## config.mk

```make
export PLATFORM = sky130hd
export DESIGN_NAME = dr_edit_ctrl_flat
export DESIGN_NICKNAME = d
export VERILOG_FILES = /design/src/rtl/dr_edit_ctrl_if.sv /design/src/rtl/dr_edit_ctrl.sv /design/src/flat_wrapper.sv
export SDC_FILE = /design/constraint.sdc
export NUM_CORES = 1
export LEC_CHECK = 0
export CORE_ASPECT_RATIO = 1.1
export CORE_MARGIN = 10
export CORE_UTILIZATION = 33
export DETAILED_ROUTE_END_ITERATION = 8
export SETUP_SLACK_MARGIN = 0.02
export SYNTH_ARGS = -nofsm -noshare
export SYNTH_HDL_FRONTEND = slang
export SYNTH_SLANG_ARGS = --single-unit
```

## constraint.sdc

```tcl
create_clock -name clk -period 2.6 [get_ports clk]
set_clock_uncertainty 0.1 [all_clocks]
set_input_delay 0.65 -clock clk [delete_from_list [all_inputs] [get_ports clk]]
set_output_delay 0.65 -clock clk [all_outputs]
set_load 0.02 [all_outputs]
```

## src/rtl/dr_edit_ctrl_if.sv

```systemverilog
// Board-side bundle for the DR edit sequencer: raw button/switch levels going
// in, DR op codes and register-file addressing coming out.
interface dr_edit_ctrl_if #(
    parameter int AW = 3
);
    logic          btn_digit;
    logic [3:0]    digit;
    logic          btn_del;
    logic          btn_wb;
    logic          btn_up;
    logic          btn_down;
    logic [3:0]    state;
    logic [3:0]    rd0;
    logic [AW-1:0] ra;
    logic          we;
    logic [2:0]    cnt;
    logic          busy;

    // Board I/O side: drives the raw inputs, observes the sequencer outputs.
    modport master (
        output btn_digit, digit, btn_del, btn_wb, btn_up, btn_down,
        input  state, rd0, ra, we, cnt, busy
    );

    // Sequencer side.
    modport slave (
        input  btn_digit, digit, btn_del, btn_wb, btn_up, btn_down,
        output state, rd0, ra, we, cnt, busy
    );
endinterface

```

## src/rtl/dr_edit_ctrl.sv

```systemverilog
// DR / register-file edit sequencer. Raw buttons are synchronized and
// edge-detected; an edge seen while idle becomes exactly one one-cycle DR op
// code. All outputs are registered and decoded from the FSM state, so an input
// rising before posedge k shows its op code after posedge k+3.
module dr_edit_ctrl #(
    parameter int AW   = 3,
    parameter int NDIG = 4
) (
    input  logic           clk,
    input  logic           rstn,
    dr_edit_ctrl_if.slave  bus
);

    typedef enum logic [2:0] {
        S_INIT      = 3'd0,
        S_IDLE      = 3'd1,
        S_LOAD      = 3'd2,
        S_WRITE     = 3'd3,
        S_SHIFT_IN  = 3'd4,
        S_SHIFT_OUT = 3'd5,
        S_ADDR      = 3'd6
    } fsm_t;

    // Bit positions in the packed button vector, highest index = highest priority.
    localparam int B_DIG  = 0;
    localparam int B_DEL  = 1;
    localparam int B_DOWN = 2;
    localparam int B_UP   = 3;
    localparam int B_WB   = 4;

    localparam logic [2:0] CNT_MAX = 3'(NDIG);

    localparam logic [3:0] OP_HOLD  = 4'd0;
    localparam logic [3:0] OP_LOAD  = 4'd1;
    localparam logic [3:0] OP_WRITE = 4'd2;
    localparam logic [3:0] OP_SIN   = 4'd3;
    localparam logic [3:0] OP_SOUT  = 4'd4;
    localparam logic [3:0] OP_ADDR  = 4'd5;

    // Input conditioning flops
    logic [4:0]    btn_s1_q, btn_s1_d;
    logic [4:0]    btn_s2_q, btn_s2_d;
    logic [4:0]    btn_prev_q, btn_prev_d;
    logic [3:0]    dig_s1_q, dig_s1_d;
    logic [3:0]    dig_s2_q, dig_s2_d;
    logic [4:0]    edge_det;

    // Control flops
    fsm_t          fsm_q, fsm_d;
    logic          dir_up_q, dir_up_d;

    // Registered outputs
    logic [3:0]    state_q, state_d;
    logic [3:0]    rd0_q, rd0_d;
    logic [AW-1:0] ra_q, ra_d;
    logic          we_q, we_d;
    logic [2:0]    cnt_q, cnt_d;
    logic          busy_q, busy_d;

    // Two-stage synchronizers plus previous-value register for edge detection.
    always_comb begin
        btn_s1_d   = {bus.btn_wb, bus.btn_up, bus.btn_down, bus.btn_del, bus.btn_digit};
        btn_s2_d   = btn_s1_q;
        btn_prev_d = btn_s2_q;
        dig_s1_d   = bus.digit;
        dig_s2_d   = dig_s1_q;
        edge_det   = btn_s2_q & ~btn_prev_q;
    end

    // Next-state selection; edges are only consumed when fully idle, otherwise
    // they vanish with their one-cycle pulse and are never queued.
    always_comb begin
        fsm_d    = fsm_q;
        dir_up_d = dir_up_q;
        case (fsm_q)
            S_INIT: fsm_d = S_LOAD;
            S_IDLE: begin
                if (!busy_q) begin
                    if (edge_det[B_WB]) begin
                        fsm_d = S_WRITE;
                    end else if (edge_det[B_UP]) begin
                        fsm_d    = S_ADDR;
                        dir_up_d = 1'b1;
                    end else if (edge_det[B_DOWN]) begin
                        fsm_d    = S_ADDR;
                        dir_up_d = 1'b0;
                    end else if (edge_det[B_DEL]) begin
                        // Backspace on an empty DR issues nothing.
                        fsm_d = (cnt_q != 3'd0) ? S_SHIFT_OUT : S_IDLE;
                    end else if (edge_det[B_DIG]) begin
                        fsm_d = S_SHIFT_IN;
                    end
                end
            end
            S_ADDR:  fsm_d = S_LOAD;
            default: fsm_d = S_IDLE;
        endcase
    end

    // Output decode: each op state yields its code for exactly one cycle, and
    // the address changes on the ADDR edge so LOAD sees the new ra.
    always_comb begin
        state_d = OP_HOLD;
        we_d    = 1'b0;
        busy_d  = (fsm_q != S_IDLE);
        rd0_d   = rd0_q;
        ra_d    = ra_q;
        cnt_d   = cnt_q;
        case (fsm_q)
            S_LOAD: begin
                state_d = OP_LOAD;
                cnt_d   = CNT_MAX;
            end
            S_WRITE: begin
                state_d = OP_WRITE;
                we_d    = 1'b1;
            end
            S_SHIFT_IN: begin
                state_d = OP_SIN;
                rd0_d   = dig_s2_q;
                cnt_d   = (cnt_q >= CNT_MAX) ? CNT_MAX : cnt_q + 3'd1;
            end
            S_SHIFT_OUT: begin
                state_d = OP_SOUT;
                cnt_d   = cnt_q - 3'd1;
            end
            S_ADDR: begin
                state_d = OP_ADDR;
                ra_d    = dir_up_q ? ra_q + AW'(1) : ra_q - AW'(1);
            end
            default: ;
        endcase
    end

    // All state; reset abandons any op in flight and restarts with INIT.
    always_ff @(posedge clk or negedge rstn) begin
        if (!rstn) begin
            btn_s1_q   <= '0;
            btn_s2_q   <= '0;
            btn_prev_q <= '0;
            dig_s1_q   <= '0;
            dig_s2_q   <= '0;
            fsm_q      <= S_INIT;
            dir_up_q   <= 1'b0;
            state_q    <= OP_HOLD;
            rd0_q      <= '0;
            ra_q       <= '0;
            we_q       <= 1'b0;
            cnt_q      <= '0;
            busy_q     <= 1'b0;
        end else begin
            btn_s1_q   <= btn_s1_d;
            btn_s2_q   <= btn_s2_d;
            btn_prev_q <= btn_prev_d;
            dig_s1_q   <= dig_s1_d;
            dig_s2_q   <= dig_s2_d;
            fsm_q      <= fsm_d;
            dir_up_q   <= dir_up_d;
            state_q    <= state_d;
            rd0_q      <= rd0_d;
            ra_q       <= ra_d;
            we_q       <= we_d;
            cnt_q      <= cnt_d;
            busy_q     <= busy_d;
        end
    end

    assign bus.state = state_q;
    assign bus.rd0   = rd0_q;
    assign bus.ra    = ra_q;
    assign bus.we    = we_q;
    assign bus.cnt   = cnt_q;
    assign bus.busy  = busy_q;

endmodule

```

## src/flat_wrapper.sv

```systemverilog
// flat-port wrapper written by rule: the top's interface ports become plain ports
module dr_edit_ctrl_flat 
#(
    parameter int AW   = 3,
    parameter int NDIG = 4
)
  (clk, rstn, bus_btn_digit, bus_digit, bus_btn_del, bus_btn_wb, bus_btn_up, bus_btn_down, bus_state, bus_rd0, bus_ra, bus_we, bus_cnt, bus_busy);
  dr_edit_ctrl_if #(.AW(AW)) bus_i ();
  input  logic clk;
  input  logic rstn;
  input wire logic [$bits(bus_i.btn_digit)-1:0] bus_btn_digit;
  input wire logic [$bits(bus_i.digit)-1:0] bus_digit;
  input wire logic [$bits(bus_i.btn_del)-1:0] bus_btn_del;
  input wire logic [$bits(bus_i.btn_wb)-1:0] bus_btn_wb;
  input wire logic [$bits(bus_i.btn_up)-1:0] bus_btn_up;
  input wire logic [$bits(bus_i.btn_down)-1:0] bus_btn_down;
  output wire logic [$bits(bus_i.state)-1:0] bus_state;
  output wire logic [$bits(bus_i.rd0)-1:0] bus_rd0;
  output wire logic [$bits(bus_i.ra)-1:0] bus_ra;
  output wire logic [$bits(bus_i.we)-1:0] bus_we;
  output wire logic [$bits(bus_i.cnt)-1:0] bus_cnt;
  output wire logic [$bits(bus_i.busy)-1:0] bus_busy;
  assign bus_i.btn_digit = bus_btn_digit;
  assign bus_i.digit = bus_digit;
  assign bus_i.btn_del = bus_btn_del;
  assign bus_i.btn_wb = bus_btn_wb;
  assign bus_i.btn_up = bus_btn_up;
  assign bus_i.btn_down = bus_btn_down;
  assign bus_state = bus_i.state;
  assign bus_rd0 = bus_i.rd0;
  assign bus_ra = bus_i.ra;
  assign bus_we = bus_i.we;
  assign bus_cnt = bus_i.cnt;
  assign bus_busy = bus_i.busy;
  dr_edit_ctrl #(.AW(AW), .NDIG(NDIG)) u_core (.clk(clk), .rstn(rstn), .bus(bus_i));
endmodule
```

==> results of run 1 <==
==> placed cells by master (no fill, tap or decap), types with 3 or more instances in the layout <==
cell type / count
clkdlybuf4s50_1: 24
a21oi_1: 4
mux2_2: 5
nor2_1: 10
o21ai_0: 7
nand2_1: 6
nand2b_1: 6
inv_1: 5
dfrtp_1: 42
o22ai_1: 3
clkbuf_8: 5
ha_1: 3
==> power groups by stage <==
stage / Clock, mW / Sequential, mW / Combinational, mW
final: 0.509 / 0.935 / 0.703
after global placement: 0 / 0.940 / 0.698
after floorplan: 0 / 1.02 / 0.336
after detailed placement: 0 / 0.948 / 0.716
after global routing: 0.561 / 0.962 / 0.780
after CTS: 0.527 / 0.937 / 0.719
==> layout make-up <==
type	instances	area share
clock buffers	5	0.0359
repair buffers	25	0.128
inverters	5	0.00979
flip-flops and latches	42	0.548
well taps	54	0.0352
clock inverters	3	0.0235
multi-input cells	62	0.219
==> worst paths after layout <==
kind	startpoint	endpoint	cells past startpoint
worst max-delay path	u_core.bus.cnt[2]	bus_cnt[2]	1
worst max register to register	u_core.fsm_q[0]	u_core.dir_up_q	4
max in group asynchronous	rstn	u_core.btn_prev_q[2]	1
worst min-delay path	u_core.btn_s1_q[0]	u_core.btn_prev_d[0]	0
worst min register to register	u_core.btn_s1_q[0]	u_core.btn_prev_d[0]	0
min in group asynchronous	rstn	u_core.dig_s1_q[0]	1
==> layer usage <==
metal	share of wire	global-route usage
met3	0.093	0.0429
met4	0.019	0.0371
met1	0.39	0.0720
met2	0.50	0.111
met5	0	0
==> cell families after synthesis <==
group	after synthesis	synth area share
multiplexers	7	0.0505
XOR/XNOR	3	0.0174
adder cells (fa/ha/maj)	4	0.0381
AND/OR/NAND/NOR	28	0.0969
AO/OA/AOI/OAI	19	0.0729
buffers and inverters	9	0.0257
other	1	0.00248
flip-flops	42	0.696
==> metrics by stage <==
stage | util | power, mW
floorplan | - | 1.35
global placement | 0.415 | 1.64
detailed placement | 0.415 | 1.66
CTS | 0.441 | 2.18
global route | 0.441 | 2.30
finish | 0.441 | 2.15
==> state kept, by name (all words and copies together) (netlist names) <==
register / flops
u_core.dig_s1_q: 4
u_core.bus.state: 3
u_core.bus.busy: 1
u_core.bus.we: 1
u_core.fsm_q: 3
u_core.bus.rd0: 4
u_core.dig_s2_q: 4
u_core.btn_s1_q: 5
u_core.bus.cnt: 3
u_core.dir_up_q: 1
u_core.bus.ra: 3
u_core.btn_prev_q: 5
u_core.btn_prev_d: 5
==> insert_results.sql, run 1 <==
INSERT INTO impl_metrics (metric_group, metric, value, unit) VALUES
('power_and_ir_drop', 'power_frac_seq', '0.436', ''),
('timing', 'worst_slew_pin_slew', '0.870', 'ns'),
('detailed_routing', 'dr.first_iter.drc_count', '74', ''),
('die', 'start_util', '0.347', ''),
('clock_tree', 'clk_pin_slew_worst_paths', '0.08', 'ns'),
('critical_path', 'crit_family', 'buffers and inverters', ''),
('clock_tree', 'worst_skew_pair.late_latency', '0.29', 'ns'),
('clock_tree', 'cts_resized', '0', ''),
('power_and_ir_drop', 'netSwitchingPower', '0.707', 'mW'),
('critical_path', 'critical_path.n_buffers_inverters', '1', ''),
('timing', 'slew_headroom', '0.420', ''),
('detailed_routing', 'wl_per_cell', '12.8', 'microns'),
('synth', 'synth.top_cells.by_area', 'dfrtp_1 70%, mux2_2 3.7%, ha_1 2.5%', ''),
('synth', 'synth_enable_flop_cells', '0', ''),
('global_route', 'total_grt_overflow', '0', ''),
('layout', 'layout.filler_cells', '407', ''),
('critical_path', 'crit_arrival', '1.36', 'ns'),
('placement', 'numPortBuffers', '25', ''),
('synth', 'netlist-cell-type-count', '28', ''),
('timing', 'fmaxAchievable', '0.474', 'GHz'),
('global_route', 'wire_length_of_the_first_global_routing_pass', '4510', 'microns'),
('timing', 'grt_setup_unrepaired', 'false', ''),
('power_and_ir_drop', 'gate_power_share', '0.328', ''),
('synth', 'post_synth_most_frequent_cells', '42 x dfrtp_1, 10 x nor2_1, 7 x o21ai_0, 6 x nand2_1, 6 x nand2b_1', ''),
('detailed_routing', 'number_of_antenna_violating_nets_in_the_routed_design', '0', ''),
('die', 'num_rows', '25', ''),
('outcome', 'outcome', 'finished clean', ''),
('placement', 'pre_cts_ws', '0.796', 'ns'),
('detailed_routing', 'vias', '893', ''),
('layout', 'area.sequential', '1050', 'sq um'),
('die', 'core_region', '4350', 'sq um'),
('synth', 'syn_area_per_cell', '13.4', 'sq um'),
('synth', 'synth_largest_type_area_fraction', '0.696', ''),
('synth', 'yosysTopAreaCell', 'dfrtp_1', ''),
('critical_path', 'startpoint_type', 'flip-flop', ''),
('run', 'max_cap_violations', '0', ''),
('timing', 'fin_crit_sh', '0.811', ''),
('power_and_ir_drop', 'pwr_density_cell', '1120', 'nW/um^2'),
('critical_path', 'timing.critical_path.cells', 'clkdlybuf4s50_1', ''),
('critical_path', 'setup.reg_to_reg.worst_slack', '0.80', 'ns'),
('synth', 'synth_seq_cells', '42', ''),
('power_and_ir_drop', 'total_leakage_power', '0.855', 'nW'),
('detailed_routing', 'drt_wl_total', '2510', 'microns'),
('timing', 'finalHoldViolations', '0', ''),
('clock_tree', 'tritoncts_clock_tree', 'built', ''),
('power_and_ir_drop', 'intPower', '1.44', 'mW'),
('critical_path', 'cp-end-kind', 'output pin', ''),
('die', 'die_height', '91.0', 'microns'),
('synth', 'synth_flop_type', 'dfrtp_1', ''),
('clock_tree', 'cts-hold-fix-buffers', '0', ''),
('placement', 'placement.cell_area', '1800', 'sq um'),
('detailed_routing', 'vias_per_cell', '4.56', ''),
('die', 'die_x', '84.5', 'microns'),
('global_route', 'grt_max_degree', '43', ''),
('timing', 'setup_tns_final', '0', 'ns'),
('synth', 'synth_fp_nets', '128', ''),
('global_route', 'grt_use_total', '0.0706', ''),
('synth', 'ys_async_rst_share', '1.00', ''),
('synth', 'yosys.cell_count.top_type', 'dfrtp_1', ''),
('synth', 'synth-warning-count', '0', ''),
('clock_tree', 'post-cts-setup-buffer-count', '0', ''),
('critical_path', 'cpPeakStageDelay', '0.64', 'ns'),
('synth', 'netlist_area_before_placement', '1510', 'sq um'),
('clock_tree', 'cts_root_buffer', 'clkbuf_8', ''),
('critical_path', 'timing.critical_path.required', '1.85', 'ns'),
('layout', 'design.final.nets', '156', ''),
('detailed_routing', 'first_pass_iters', '4', ''),
('clock_tree', 'cts_max_level', '2', ''),
('critical_path', 'crit_type', 'reg2out', ''),
('clock_tree', 'cts-root-to-sink-buffers', '2', ''),
('timing', 'drv_slew', '0', '');
Note: power is estimated with default switching activity, not from simulation.
==> run 2: changes to the inputs <==
==> constraint.sdc (replaced) <==
create_clock -name clk -period 2.15 [get_ports clk]
set_clock_uncertainty 0.1 [all_clocks]
set_input_delay 0.5375 -clock clk [delete_from_list [all_inputs] [get_ports clk]]
set_output_delay 0.5375 -clock clk [all_outputs]
set_load 0.02 [all_outputs]
==> insert_results.sql, run 2 (synthesized netlist as in run 1, its figures left out) <==
INSERT INTO impl_metrics (metric_group, metric, value, unit) VALUES
('layout', 'syn2layout_area_growth', '27.2', '%'),
('detailed_routing', 'drt_wl_total', '2450', 'microns'),
('outcome', 'outcome', 'finished clean', ''),
('timing', 'finalCriticalPeriod', '2.01', 'ns'),
('die', 'core_region', '4350', 'sq um'),
('die', 'top_level_ports', '27', ''),
('detailed_routing', 'drt_drc_violations_left', '0', ''),
('critical_path', 'crit_arrival', '1.37', 'ns'),
('critical_path', 'startpoint_type', 'flip-flop', ''),
('timing', 'finalHoldViolations', '0', ''),
('die', 'floorplan.die_area', '7690', 'sq um'),
('global_route', 'grt_use_total', '0.0706', ''),
('critical_path', 'regToRegEndpoint', 'u_core.dir_up_q', ''),
('clock_tree', 'cts-root-to-sink-buffers', '2', ''),
('min_path', 'timing.hold.worst.class', 'in2async', ''),
('clock_tree', 'worst_skew_pair.late_latency', '0.30', 'ns'),
('die', 'die_x', '84.5', 'microns'),
('layout', 'area.sequential', '1050', 'sq um'),
('placement', 'numPortBuffers', '25', ''),
('die', 'start_util', '0.347', ''),
('timing', 'setup_viol_count_final', '0', ''),
('power_and_ir_drop', 'post-layout-total-power', '2.60', 'mW'),
('critical_path', 'crit_family', 'buffers and inverters', ''),
('timing', 'fmaxAchievable', '0.499', 'GHz'),
('clock_tree', 'post-cts-setup-buffer-count', '0', ''),
('power_and_ir_drop', 'ir_worst_vdd', '0.572', 'mV'),
('power_and_ir_drop', 'p_clk_frac', '0.235', ''),
('layout', 'final_cell_mix', '42 x dfrtp_1, 24 x clkdlybuf4s50_1, 10 x nor2_1, 7 x o21ai_0', ''),
('clock_tree', 'cts_root_buffer', 'clkbuf_8', ''),
('timing', 'setup_tns_final', '0', 'ns'),
('power_and_ir_drop', 'intPower', '1.75', 'mW'),
('critical_path', 'setup.reg_to_reg.worst_slack', '0.39', 'ns'),
('placement', 'place.detailed.hpwl', '1780', 'microns'),
('layout', 'multiInputGateArea', '420', 'sq um'),
('detailed_routing', 'vias_per_cell', '4.38', ''),
('die', 'die_height', '91.0', 'microns'),
('critical_path', 'crit-reg2reg-launch', 'u_core.fsm_q[0]', ''),
('clock_tree', 'clk_pin_slew_worst_paths', '0.08', 'ns'),
('global_route', 'grt_pass1_vias', '917', ''),
('power_and_ir_drop', 'total_leakage_power', '0.861', 'nW'),
('power_and_ir_drop', 'netSwitchingPower', '0.854', 'mW'),
('layout', 'layout.filler_cells', '381', ''),
('critical_path', 'cp-end-kind', 'output pin', ''),
('clock_tree', 'tritoncts_clock_tree', 'built', ''),
('placement', 'dp.cells', '189', ''),
('clock_tree', 'cts.sink_count', '42', ''),
('global_route', 'grt_max_degree', '43', ''),
('detailed_routing', 'number_of_antenna_violating_nets_in_the_routed_design', '0', ''),
('global_route', 'total_grt_overflow', '0', ''),
('power_and_ir_drop', 'pwr_density_cell', '1350', 'nW/um^2'),
('power_and_ir_drop', 'switching_share', '0.328', ''),
('global_route', 'wire_length_of_the_first_global_routing_pass', '4370', 'microns'),
('critical_path', 'cpPeakStageDelay', '0.64', 'ns'),
('detailed_routing', 'first_pass_iters', '4', ''),
('layout', 'num_antenna_cells', '0', ''),
('critical_path', 'crit_type', 'reg2out', ''),
('layout', 'design.final.nets', '157', ''),
('layout', 'final_cell_count_no_fill', '197', ''),
('detailed_routing', 'dr.first_iter.drc_count', '116', ''),
('clock_tree', 'tritoncts_buffer_count', '5', ''),
('placement', 'pre_cts_ws', '0.401', 'ns'),
('timing', 'grt_setup_unrepaired', 'false', ''),
('die', 'num_rows', '25', ''),
('clock_tree', 'cts_max_level', '2', ''),
('critical_path', 'timing.critical_path.cells', 'clkdlybuf4s50_1', ''),
('critical_path', 'r2r.worst_path.cells', '4', ''),
('critical_path', 'crit_slowest_cell', 'clkdlybuf4s50_1', ''),
('placement', 'gp_congestion', '0.789', ''),
('detailed_routing', 'wl_per_cell', '12.4', 'microns'),
('timing', 'fin_crit_sh', '0.933', ''),
('power_and_ir_drop', 'gate_power_share', '0.330', ''),
('layout', 'post_route_cells_drive_above_1_share', '0.112', ''),
('critical_path', 'critical_path.n_buffers_inverters', '1', ''),
('clock_tree', 'cts_resized', '0', ''),
('critical_path', 'largest_fanout_on_the_critical_path', '6', ''),
('power_and_ir_drop', 'power_frac_seq', '0.435', ''),
('run', 'max_cap_violations', '0', ''),
('timing', 'layout_setup_ws', '0.144', 'ns'),
('critical_path', 'timing.critical_path.required', '1.51', 'ns'),
('global_route', 'antenna_found_initial', '0', ''),
('layout', 'most_frequent_standard_cell_in_the_layout_excluding_fill_and_tap_cells', 'dfrtp_1', ''),
('clock_tree', 'cts-hold-fix-buffers', '0', ''),
('timing', 'drv_slew', '0', ''),
('detailed_routing', 'vias', '862', '');
-- run 2: cell types whose count changed in the layout (fill, tap and decap cells not counted) --
| cell | previous run | this run |
|---|---|---|
| buf_4 | 0 | 1 |
| clkbuf_1 | 0 | 1 |
| clkinvlp_4 | 2 | 1 |
-- run 2: per-layer routing --
layer / wire length (microns) / vias to the layer above / track usage / share of wire
li1: - / 425 / - / -
met1: 1020 / 402 / 0.0794 / 0.42
met2: 1150 / 27 / 0.105 / 0.47
met3: 226 / 8 / 0.0447 / 0.092
met4: 46 / 0 / 0.0288 / 0.019
met5: 0 / - / 0 / 0
-- run 2: worst max-delay path by stage --
| stage | startpoint | to | slack (ns) | depth (start not counted) |
|---|---|---|---|---|
| floorplan | u_core.fsm_q[1] | u_core.dir_up_q | 0.58 | 5 |
| global placement | u_core.fsm_q[0] | u_core.dir_up_q | 0.45 | 4 |
| detailed placement | u_core.fsm_q[0] | u_core.dir_up_q | 0.40 | 4 |
| CTS | u_core.bus.cnt[2] | bus_cnt[2] | 0.13 | 1 |
| global route | u_core.bus.cnt[2] | bus_cnt[2] | 0.08 | 1 |
| finish | u_core.bus.cnt[2] | bus_cnt[2] | 0.14 | 1 |
-- run 2: layout make-up --
| class | count | area share |
|---|---|---|
| flip-flops and latches | 42 | 0.547 |
| multi-input cells | 62 | 0.219 |
| repair buffers | 26 | 0.132 |
| clock buffers | 6 | 0.0378 |
| well taps | 54 | 0.0352 |
| clock inverters | 2 | 0.0195 |
| inverters | 5 | 0.00977 |
-- run 2: power by group through the flow --
| stage | Combinational (mW) | Clock [mW] | Sequential, mW |
|---|---|---|---|
| finish | 0.859 | 0.611 | 1.13 |
| global route | 0.952 | 0.678 | 1.16 |
| CTS | 0.872 | 0.630 | 1.13 |
| detailed placement | 0.868 | 0 | 1.15 |
| global placement | 0.843 | 0 | 1.14 |
| floorplan | 0.406 | 0 | 1.23 |
-- run 2: stage by stage --
step	hold WS (ns)	area, sq um	util
3_3_place_gp	0.231	1810	0.416
2_1_floorplan	0.142	1510	-
5_1_grt	0.241	1920	0.442
4_1_cts	0.202	1920	0.442
3_5_place_dp	0.235	1810	0.416
6_report	0.184	1920	0.442
==> run 3: changes to the inputs <==
--- a/config.mk
+++ b/config.mk
@@ -9,6 +9,7 @@
 export CORE_MARGIN = 10
 export CORE_UTILIZATION = 33
 export DETAILED_ROUTE_END_ITERATION = 8
+export RECOVER_POWER = 25
 export SETUP_SLACK_MARGIN = 0.02
 export SYNTH_ARGS = -nofsm -noshare
 export SYNTH_HDL_FRONTEND = slang
==> insert_results.sql, run 3 (synthesized netlist as in run 1, its figures left out) <==
INSERT INTO impl_metrics (metric_group, metric, value, unit) VALUES
('outcome', 'outcome', 'finished clean', ''),
('critical_path', 'cp-end-kind', 'output pin', ''),
('clock_tree', 'cts_max_level', '2', ''),
('run', 'max_cap_violations', '0', ''),
('timing', 'finalCriticalPeriod', '2.01', 'ns'),
('min_path', 'timing.hold.worst.class', 'reg2reg', ''),
('placement', 'dp.cells', '189', ''),
('detailed_routing', 'dr.first_iter.drc_count', '103', ''),
('global_route', 'grt_pass1_vias', '917', ''),
('layout', 'syn2layout_area_growth', '27.0', '%'),
('critical_path', 'critical_path.n_buffers_inverters', '1', ''),
('global_route', 'grt_use_total', '0.0706', ''),
('critical_path', 'crit_type', 'reg2out', ''),
('clock_tree', 'tritoncts_buffer_count', '5', ''),
('clock_tree', 'clk_pin_slew_worst_paths', '0.08', 'ns'),
('timing', 'setup_tns_final', '0', 'ns'),
('layout', 'num_antenna_cells', '0', ''),
('layout', 'area.sequential', '1050', 'sq um'),
('power_and_ir_drop', 'switching_share', '0.329', ''),
('power_and_ir_drop', 'gate_power_share', '0.330', ''),
('die', 'core_region', '4350', 'sq um'),
('clock_tree', 'worst_skew_pair.late_latency', '0.30', 'ns'),
('detailed_routing', 'drt_drc_violations_left', '0', ''),
('layout', 'post_route_cells_drive_above_1_share', '0.112', ''),
('timing', 'drv_slew', '0', ''),
('clock_tree', 'cts_root_buffer', 'clkbuf_8', ''),
('power_and_ir_drop', 'p_clk_frac', '0.235', ''),
('clock_tree', 'cts.sink_count', '42', ''),
('layout', 'final_cell_count_no_fill', '197', ''),
('power_and_ir_drop', 'pwr_density_cell', '1350', 'nW/um^2'),
('timing', 'worst_slew_pin_slew', '0.969', 'ns'),
('die', 'die_height', '91.0', 'microns'),
('clock_tree', 'post-cts-setup-buffer-count', '0', ''),
('critical_path', 'timing.critical_path.cells', 'clkdlybuf4s50_1', ''),
('layout', 'multiInputGateArea', '420', 'sq um'),
('global_route', 'antenna_found_initial', '0', ''),
('global_route', 'wire_length_of_the_first_global_routing_pass', '4370', 'microns'),
('clock_tree', 'tritoncts_clock_tree', 'built', ''),
('detailed_routing', 'vias', '862', ''),
('placement', 'numPortBuffers', '25', ''),
('layout', 'layout.filler_cells', '382', ''),
('clock_tree', 'cts-root-to-sink-buffers', '2', ''),
('critical_path', 'crit_family', 'buffers and inverters', ''),
('power_and_ir_drop', 'netSwitchingPower', '0.854', 'mW'),
('critical_path', 'crit_slowest_cell', 'clkdlybuf4s50_1', ''),
('die', 'die_x', '84.5', 'microns'),
('timing', 'finalHoldViolations', '0', ''),
('power_and_ir_drop', 'power_frac_seq', '0.435', ''),
('global_route', 'total_grt_overflow', '0', ''),
('power_and_ir_drop', 'total_leakage_power', '0.861', 'nW'),
('clock_tree', 'cts-hold-fix-buffers', '0', ''),
('timing', 'slew_headroom', '0.354', ''),
('detailed_routing', 'vias_per_cell', '4.38', ''),
('power_and_ir_drop', 'intPower', '1.74', 'mW'),
('die', 'floorplan.die_area', '7690', 'sq um'),
('clock_tree', 'cts_resized', '0', ''),
('timing', 'grt_setup_unrepaired', 'false', ''),
('critical_path', 'startpoint_type', 'flip-flop', ''),
('timing', 'fmaxAchievable', '0.498', 'GHz'),
('detailed_routing', 'first_pass_iters', '4', ''),
('timing', 'fin_crit_sh', '0.933', ''),
('placement', 'gp_congestion', '0.789', ''),
('die', 'num_rows', '25', ''),
('placement', 'place.detailed.hpwl', '1780', 'microns'),
('die', 'top_level_ports', '27', ''),
('timing', 'setup_viol_count_final', '0', ''),
('die', 'start_util', '0.347', ''),
('critical_path', 'largest_fanout_on_the_critical_path', '6', ''),
('detailed_routing', 'drt_wl_total', '2460', 'microns'),
('detailed_routing', 'number_of_antenna_violating_nets_in_the_routed_design', '0', ''),
('critical_path', 'crit_arrival', '1.37', 'ns'),
('detailed_routing', 'wl_per_cell', '12.5', 'microns'),
('critical_path', 'timing.critical_path.required', '1.51', 'ns'),
('critical_path', 'cpPeakStageDelay', '0.64', 'ns'),
('layout', 'design.final.nets', '157', ''),
('global_route', 'grt_max_degree', '43', ''),
('layout', 'final_cell_mix', '42 x dfrtp_1, 21 x clkdlybuf4s50_1, 10 x nor2_1, 7 x o21ai_0', ''),
('power_and_ir_drop', 'ir_worst_vdd', '0.572', 'mV'),
('layout', 'most_frequent_standard_cell_in_the_layout_excluding_fill_and_tap_cells', 'dfrtp_1', '');
==> run 3: cell count changes in the layout (fill, tap and decap cells not counted), sizes merged <==
cell / before / now
dlygate4sd3: 0 / 3
clkdlybuf4s50: 24 / 21
buf: 2 / 1
clkbuf: 6 / 7
==> run 3: path summary, 6_finish.rpt <==
path / start / endpoint / slack [ns] / cells past startpoint
worst max-delay path: u_core.bus.cnt[2] / bus_cnt[2] / 0.14 / 1
worst min-delay path: u_core.btn_s1_q[3] / u_core.btn_prev_d[3] / 0.25 / 0
worst max register to register: u_core.fsm_q[0] / u_core.dir_up_q / 0.39 / 4
worst min register to register: u_core.btn_s1_q[3] / u_core.btn_prev_d[3] / 0.25 / 0
max in group asynchronous: rstn / u_core.bus.state[0] / 0.98 / 2
min in group asynchronous: rstn / u_core.bus.cnt[0] / 0.37 / 2
==> run 3: routing by layer <==
metal	GRT usage	share of wire	vias to the layer above
met1	0.0794	0.42	401
met5	0	0	-
met3	0.0447	0.092	8
li1	-	-	426
met4	0.0288	0.019	0
met2	0.105	0.47	27
==> run 3: power by group through the flow <==
stage	registers [mW]	logic, mW	clock network, mW
global placement	1.14	0.843	0
CTS	1.13	0.872	0.630
finish	1.13	0.857	0.611
floorplan	1.23	0.406	0
detailed placement	1.15	0.868	0
global route	1.16	0.950	0.678
==> run 3: per-stage QoR <==
| stage | setup slack (ns) | cell area (sq um) | hold slack [ns] | utilization | total power [mW] |
|---|---|---|---|---|---|
| finish | 0.144 | 1920 | 0.250 | 0.441 | 2.60 |
| global route | 0.0830 | 1920 | 0.259 | 0.441 | 2.79 |
| CTS | 0.125 | 1920 | 0.202 | 0.442 | 2.63 |
| detailed placement | 0.401 | 1810 | 0.235 | 0.416 | 2.01 |
| global placement | 0.448 | 1810 | 0.231 | 0.416 | 1.98 |
| floorplan | 0.578 | 1510 | 0.142 | - | 1.64 |
==> run 3: final cells by class <==
| type | instances | share of cell area |
|---|---|---|
| flip-flops and latches | 42 | 0.548 |
| multi-input cells | 62 | 0.219 |
| repair buffers | 26 | 0.130 |
| clock buffers | 6 | 0.0378 |
| well taps | 54 | 0.0352 |
| clock inverters | 2 | 0.0196 |
| inverters | 5 | 0.00978 |
